File: src/rtl/kernel_pkg.sv
// kernel_pkg: shared definitions for the kernel load path.
//   state_t          - load controller FSM states
//   KERNEL_WORDS     - words per kernel (PE_COUNT * TAPS_PER_PE)
//   PE_COUNT         - processing elements fed by the shift buffer
//   TAPS_PER_PE      - taps held per processing element
//   DEFAULT_DATA_W   - default signed kernel word width
//   ISSUE_CNT_W      - width of the read-issue counter (0..KERNEL_WORDS-1)
package kernel_pkg;

  localparam int KERNEL_WORDS   = 36;
  localparam int PE_COUNT       = 4;
  localparam int TAPS_PER_PE    = 9;
  localparam int DEFAULT_DATA_W = 16;
  localparam int ISSUE_CNT_W    = 6;

  typedef enum logic [2:0] {
    IDLE   = 3'd0,
    FETCH  = 3'd1,
    DRAIN  = 3'd2,
    SETTLE = 3'd3,
    DONE   = 3'd4
  } state_t;

endpackage

File: src/rtl/kernel_load_ctrl.sv
// kernel_load_ctrl: streams one 36-word kernel from weight memory into the
// kernel shift buffer.
//
// Ports:
//   clk, rst         - clock (rising edge), asynchronous active-high reset
//   start, base_addr - load request; base_addr sampled on an accepted start
//   abort            - synchronous cancel, wins over everything else
//   stall            - memory busy; suppresses the read issue this cycle
//   w_ren, w_addr    - weight-memory read port
//   w_rdata          - read data, valid the cycle after w_ren
//   pe_ready, kernal - shift enable and word into the shift buffer
//   busy, done       - not-IDLE level; one-cycle completion pulse
//   kernels_valid    - buffer outputs coherent (set entering DONE)
//   stall_cycles     - stall count of the last load
//   state_dbg        - current FSM state
//
// Handshake: a read is issued on every clock edge where w_ren is high
// (w_ren = FETCH && !stall); its data returns on w_rdata one cycle later,
// which is exactly the cycle pe_ready is high, so the buffer shifts in
// kernal on the edge that closes that cycle. There is no back-pressure
// from the buffer.
//
// Build option: define KLC_STALL_CNT_EN to include the saturating stall
// counter; otherwise stall_cycles is tied to zero.
module kernel_load_ctrl
  import kernel_pkg::*;
#(
  parameter int ADDR_W = 16,
  parameter int DATA_W = DEFAULT_DATA_W
) (
  input  logic              clk,
  input  logic              rst,
  input  logic              start,
  input  logic [ADDR_W-1:0] base_addr,
  input  logic              abort,
  input  logic              stall,
  output logic              w_ren,
  output logic [ADDR_W-1:0] w_addr,
  input  logic [DATA_W-1:0] w_rdata,
  output logic              pe_ready,
  output logic [DATA_W-1:0] kernal,
  output logic              busy,
  output logic              done,
  output logic              kernels_valid,
  output logic [15:0]       stall_cycles,
  output state_t            state_dbg
);

  localparam logic [ISSUE_CNT_W-1:0] LAST_ISSUE = ISSUE_CNT_W'(KERNEL_WORDS - 1);

  state_t                 state;
  state_t                 state_nx;
  logic [ISSUE_CNT_W-1:0] issue_count;
  logic [ADDR_W-1:0]      base_q;
  logic                   pe_ready_q;
  logic                   kvalid_q;
  logic                   start_acc;
  logic                   issue;

  // Next-state and strobes. abort overrides every transition, including
  // an IDLE start in the same cycle.
  always_comb begin
    state_nx  = state;
    start_acc = 1'b0;
    issue     = 1'b0;
    case (state)
      IDLE: begin
        if (start) begin
          start_acc = 1'b1;
          state_nx  = FETCH;
        end
      end
      FETCH: begin
        issue = !stall;
        if (!stall && issue_count == LAST_ISSUE) state_nx = DRAIN;
      end
      DRAIN:   state_nx = SETTLE;  // final shift into the buffer
      SETTLE:  state_nx = DONE;    // buffer output register update
      DONE:    state_nx = IDLE;
      default: state_nx = IDLE;
    endcase
    if (abort) begin
      state_nx  = IDLE;
      start_acc = 1'b0;
    end
  end

  always_ff @(posedge clk or posedge rst) begin
    if (rst) begin
      state       <= IDLE;
      issue_count <= '0;
      base_q      <= '0;
      pe_ready_q  <= 1'b0;
      kvalid_q    <= 1'b0;
    end else begin
      state <= state_nx;
      // A read issued in the abort cycle must not produce a shift.
      pe_ready_q <= w_ren && !abort;
      if (start_acc) begin
        base_q      <= base_addr;
        issue_count <= '0;
        kvalid_q    <= 1'b0;
      end else if (abort) begin
        issue_count <= '0;
        kvalid_q    <= 1'b0;
      end else begin
        if (issue) issue_count <= issue_count + 1'b1;
        if (state == SETTLE) kvalid_q <= 1'b1;
      end
    end
  end

  assign w_ren         = (state == FETCH) && !stall;
  assign w_addr        = base_q + ADDR_W'(issue_count);
  assign pe_ready      = pe_ready_q;
  assign kernal        = pe_ready_q ? w_rdata : '0;
  assign busy          = (state != IDLE);
  assign done          = (state == DONE);
  assign kernels_valid = kvalid_q;
  assign state_dbg     = state;

`ifdef KLC_STALL_CNT_EN
  logic [15:0] stall_cnt_q;

  always_ff @(posedge clk or posedge rst) begin
    if (rst) begin
      stall_cnt_q <= '0;
    end else if (start_acc) begin
      stall_cnt_q <= '0;
    end else if (state == FETCH && stall && stall_cnt_q != 16'hFFFF) begin
      stall_cnt_q <= stall_cnt_q + 16'd1;
    end
  end

  assign stall_cycles = stall_cnt_q;
`else
  assign stall_cycles = '0;
`endif

endmodule

File: config.mk
export PLATFORM = sky130hd
export DESIGN_NAME = kernel_load_ctrl
export DESIGN_NICKNAME = d
export VERILOG_FILES = /design/src/rtl/kernel_pkg.sv /design/src/rtl/kernel_load_ctrl.sv
export SDC_FILE = /design/constraint.sdc
export NUM_CORES = 1
export LEC_CHECK = 0
export CAP_MARGIN = 0
export CORE_MARGIN = 2
export CORE_UTILIZATION = 44
export CTS_BUF_LIST = sky130_fd_sc_hd__clkbuf_8
export DETAILED_ROUTE_END_ITERATION = 12
export GPL_ROUTABILITY_DRIVEN = 0
export PLACE_DENSITY = 0.93
export SLEW_MARGIN = 20
export SYNTH_ARGS = -nofsm -noshare
export SYNTH_HDL_FRONTEND = slang
export SYNTH_SLANG_ARGS = --single-unit
File: constraint.sdc
create_clock -name clk -period 3.9 [get_ports clk]
set_input_delay 0.78 -clock clk [delete_from_list [all_inputs] [get_ports clk]]
set_output_delay 0.78 -clock clk [all_outputs]
set_load 0.02 [all_outputs]
Word-level counts from Yosys, hierarchy flattened
Index checks and enable logic that the tools add are counted.
{"block": "classes", "mux": 15, "reduce_logical": 10, "eq_ne": 7, "n_addsub": 2}
{"operator": "6-bit 2-to-1 mux", "n": 3}
{"operator": "16-bit by 6-bit adder with 16-bit output", "n": 1}
{"operator": "16-bit 2-to-1 mux", "n": 1}
{"operator": "3-bit one-hot mux with 4 select lines", "n": 1}
{"operator": "3-bit 2-to-1 mux", "n": 3}
{"operator": "3-bit nonzero test", "n": 3}
{"operator": "1-bit 2-to-1 mux", "n": 7}
{"operator": "6-bit by 1-bit adder with 6-bit output, second input constant", "n": 1}
{"operator": "3-bit by 2-bit equality test with 1-bit output, second input constant", "n": 2}
{"operator": "6-bit equality test, second input constant", "n": 1}
{"operator": "3-bit inequality test, second input constant", "n": 2}
{"operator": "3-bit by 1-bit equality test with 1-bit output, second input constant", "n": 1}
{"operator": "3-bit equality test, second input constant", "n": 1}
{"operator": "1-bit logical AND", "n": 3}
{"operator": "3-bit logical NOT", "n": 1}
{"operator": "1-bit logical NOT", "n": 2}
{"operator": "2-bit AND reduction", "n": 1}
{"block": "totals", "output_inout_bits": 56, "ff_bits": 27}

Logic depth before layout (Yosys ltp)
Gate-level depths: netlist of the first run.
{"block": "logic_depth", "word_depth": 5, "mapped_depth": 7, "ltp_nobuf": 7}

Worst setup path after synthesis of the first run
Ideal clock, no wire load.
{"block": "synth_timing", "path_kind": "register to output", "start": "register issue_count[0]", "end": "output port w_addr[12]", "path_slack_ps": 959, "required_time_ps": 3120, "arrival_ps": 2161, "n_path_buf": 0, "stages_incl_launch_ff": 8, "path_cell_list": "dfrtp_1 > ha_1 > fa_1 > a211oi_1 > o21bai_1 > a21oi_1 > nor3_1 > xor2_1"}
{"block": "synth_between", "elab_chain_cells": 1}
{"item": "start: declaration", "line_no": "kernel_load_ctrl.sv:53", "rtl": "logic [ISSUE_CNT_W-1:0] issue_count;"}
{"item": "start signal: assignment", "line_no": "kernel_load_ctrl.sv:107", "rtl": "if (issue) issue_count <= issue_count + 1'b1;"}
{"item": "16-bit by 6-bit adder with 16-bit output", "line_no": "kernel_load_ctrl.sv:114", "rtl": "assign w_addr = base_q + ADDR_W'(issue_count);"}
{"item": "end: declaration", "line_no": "kernel_load_ctrl.sv:38", "rtl": "output logic [ADDR_W-1:0] w_addr,"}
Every way passes these cells.

Worst setup path in the final report of the first run
{"block": "layout_timing", "start": "register issue_count[0]", "end": "output port w_addr[14]"}
The elaborated chain is that of the path after synthesis.

==> results of run 1 <==
==> power breakdown <==
| part | switching (mW) | internal, mW | leakage [nW] | total [mW] |
|---|---|---|---|---|
| clock network | 0.0959 | 0.0753 | 0.0261 | 0.171 |
| registers | 0.0421 | 0.316 | 0.341 | 0.358 |
| logic | 0.146 | 0.180 | 0.798 | 0.326 |
==> flip-flops by register name, summed over array words and instances (netlist names) <==
signal / count
issue_count: 6
pe_ready: 1
base_q: 16
state_dbg: 3
kernels_valid: 1
==> metrics by stage <==
step	util [%]	setup slack (ps)	total power, mW
2_1_floorplan	-	959.1	0.5571
5_1_grt	65.00	16.54	0.9046
6_report	65.00	185.0	0.8551
4_1_cts	65.00	183.7	0.8607
3_3_place_gp	63.75	583.7	0.6809
3_5_place_dp	63.75	534.0	0.6893
==> worst paths after layout <==
| kind | start | endpoint | slack, ps | cells after the start |
|---|---|---|---|---|
| max in group asynchronous | rst | base_q[6]$_DFFE_PP0N_ | 2570 | 2 |
| min reg2reg | base_q[3]$_DFFE_PP0N_ | base_q[3]$_DFFE_PP0N_ | 530 | 1 |
| max | issue_count[0]$_DFFE_PP0P_ | w_addr[14] | 180 | 9 |
| max reg2reg | state_dbg[0]$_DFFE_PP0P_ | base_q[7]$_DFFE_PP0N_ | 1900 | 4 |
| min | base_q[3]$_DFFE_PP0N_ | base_q[3]$_DFFE_PP0N_ | 530 | 1 |
| min in group asynchronous | rst | state_dbg[1]$_DFFE_PP0P_ | 890 | 2 |
==> layout make-up <==
class / count / area, µm² / area share, %
Inverter: 2 / 7.507 / 0.2887
Tap cell: 50 / 62.56 / 2.406
Sequential cell: 27 / 675.6 / 25.99
Clock buffer: 3 / 41.29 / 1.588
Timing Repair Buffer: 78 / 775.7 / 29.84
Multi-Input combinational cell: 138 / 1028 / 39.56
Clock inverter: 1 / 8.758 / 0.3369
==> cells by family after synthesis <==
family	after synthesis	share of synthesized area (%)
AO/OA/AOI/OAI	16	6.044
XOR/XNOR	19	9.135
adder cells (fa/ha/maj)	8	5.906
buffers and inverters	22	9.547
flip-flops	27	37.09
multiplexers	18	13.12
other	1	0.2058
AND/OR/NAND/NOR	61	18.96
==> synthesized netlist by cell type (2+ instances only) <==
| library cell | instances |
|---|---|
| nand2_1 | 7 |
| buf_6 | 2 |
| nand4_1 | 4 |
| o21ai_0 | 2 |
| nand3_1 | 2 |
| a21o_1 | 2 |
| inv_1 | 2 |
| mux2_4 | 10 |
| buf_4 | 16 |
| mux2_2 | 7 |
| nor2_1 | 17 |
| or3_1 | 2 |
| xor2_1 | 10 |
| ha_1 | 7 |
| dfrtp_1 | 27 |
| nor3_1 | 5 |
| o21bai_1 | 2 |
| xnor2_1 | 9 |
| a211o_1 | 2 |
| a21oi_1 | 4 |
| and2_1 | 17 |
==> layer usage <==
metal / global-route usage, % / up-vias / routed length [µm] / share of wire, %
met3: 4.441 / 7 / 211 / 5.1
met1: 25.36 / 681 / 1769 / 43
met2: 32.65 / 46 / 2081 / 51
li1: - / 711 / - / -
met5: 0 / - / 0 / 0
met4: 5.500 / 0 / 54 / 1.3
==> run summary, run 1 <==
The most common cell after layout, fill and taps aside is clkdlybuf4s50_1. The type of origin of the critical path was a flop. The worst pin sits at a relative slew slack of 37.16%.

After the last flow step, the layout net total stands at 295. Pin count of the biggest net entering global routing: 28. TritonCTS built the clock tree.

Post-CTS resize count: 0. The logs give 19.56% for the global routing usage summed across all routing layers and 0 for the number of nets with antenna violations after detailed routing. The global-route wire length before repair was 6762 µm; the clock buffer count from CTS was 3.

The number of warnings printed during yosys synthesis came out at 0. The via count was 1445; the floorplan die area was 4671 µm². The number of enable-type register cells in the synthesized netlist works out to 0. The logs give 93 for the count of pins on the block boundary and 0 for the max-capacitance violation count. Data arrives at the worst endpoint at 2940 ps. The die extent in y is 68.35 µm. Wires add up to 4116 µm. The tools report the total leakage power as 1.165 nW.

Maximum clock skew at final layout: 8.083 ps. The layout has 324 filler cells. Summed over all instances, the cell type with the most area after synthesis is dfrtp_1.

In this run the standard cell core region covers 4000 µm². After clock tree synthesis, the clock-pin slew on the worst setup and hold paths is 90 ps. Average detailed-routed wire length per instance: 13.77 µm. Global routing finished with a remaining overflow of 0. The critical path goes through ha_1 -> fa_1 -> a211oi_1 -> o21bai_1 -> a21oi_1 -> buf_4 -> nor2_1 -> xor2_1 -> clkdlybuf4s50_1. In this run the worst path has a maximum fanout of 5.

Clock latency on the worst-skew pair, taken at its later pin, is 280 ps. The max-slew violation total from the final report was 0. Setup repair after global routing left no endpoint under its margin. The hold violation count in the final report came out at 0.

For the total inserted antenna cells, the log shows 0. The leading register cell type out of synthesis was dfrtp_1. Across all hold checks on the routed design, the worst slack comes to 527.6 ps. The number of different library cells used by synthesis comes to 37.

Total number of clock tree sinks: 27. Detailed placement finished with a half-perimeter wire length of 3175 µm. Synthesis produced 172 cells. The maximum buffer depth of the clock tree was 2.

The tools report the total negative slack for setup checks as 0 ps. The library cell contributing the largest single delay on the critical path is clkdlybuf4s50_1. STA classifies the critical path endpoint as an output port.

Post-CTS timing repair inserted 0 buffers for setup. The area growth from synthesis to layout is 42.72%. Final period utilization: 95.26%. Port buffering added 76 buffers. The fraction of layout cells with a size suffix above 1 works out to 10.44%.

Counting both buffers and inverters, the worst setup path holds a total of 2. The worst voltage drop across the vdd grid came out at 0.2430 mV. After synthesis the cells add up to 1822 µm². Ranked by total cell area, the synthesized netlist is headed by dfrtp_1 (37%), mux2_4 (8.2%), buf_4 (6.6%). The placed instance count came out at 295. On the critical path the largest part of the delay comes from buffers and inverters. The area share of the largest cell type after synthesis was 37.09%.

The tools report the library cell used as clock root buffer as clkbuf_8. The finished cells cover 2600 µm². Endpoint required time on the critical path: 3120 ps. Once the floorplan was initialized, standard cells occupied 45.54% of the core. After clock tree synthesis, the flow added hold-fix buffers numbering 0. Initial antenna violation count: 0. The number of register bits inferred by synthesis came out at 27. The run finished with clean final reports. Category of the critical setup timing path: flop to output port.

The worst hold path belongs to the class flop to flop. Initial DRC count: 35. Measured along the x axis, the die boundary spans 68.35 µm. The number of remaining DRC errors came out at 0. The critical path's largest stage delay works out to 620 ps. For the first-pass iteration count of the detailed router, the log shows 4. In the layout the commonest cells are clkdlybuf4s50_1 (76), dfrtp_1 (27), nor2_1 (17), and2_1 (17), conb_1 (16). The via-per-instance ratio is 4.833, and the final non-filler cell total is 299. The run gives 1376 as the via count of the first global-routing pass. In this run the core area contains 23 standard-cell rows. Counting flops with an async set or reset pin after synthesis yields a share of 100.0%. The tools report the setup violation total in the final timing report as 0. In this run the cell area measured after placement is 2550 µm².

For the pin with the worst max-slew slack, the measured transition is 936.8 ps. The number of levels in the clock H-tree was 1; the average instance area after synthesis was 10.59 µm². The ratio of total power to cell area works out to 328.9 nW/µm². Timing would allow up to 269.2 MHz. The tools report the sequential share of the synthesized area as 37.09%. The post-route minimum period works out to 3715 ps.
Power figures use the tool's default switching activity.
==> inputs of run 2 (changes only) <==
--- a/config.mk
+++ b/config.mk
@@ -5,7 +5,6 @@
 export SDC_FILE = /design/constraint.sdc
 export NUM_CORES = 1
 export LEC_CHECK = 0
-export CAP_MARGIN = 0
 export CORE_MARGIN = 2
 export CORE_UTILIZATION = 44
 export CTS_BUF_LIST = sky130_fd_sc_hd__clkbuf_8
@@ -16,3 +15,4 @@
 export SYNTH_ARGS = -nofsm -noshare
 export SYNTH_HDL_FRONTEND = slang
 export SYNTH_SLANG_ARGS = --single-unit
+export TNS_END_PERCENT = 50
==> results of run 2 <==
The final DEF is identical to that of run 1; final timing and power are the same.
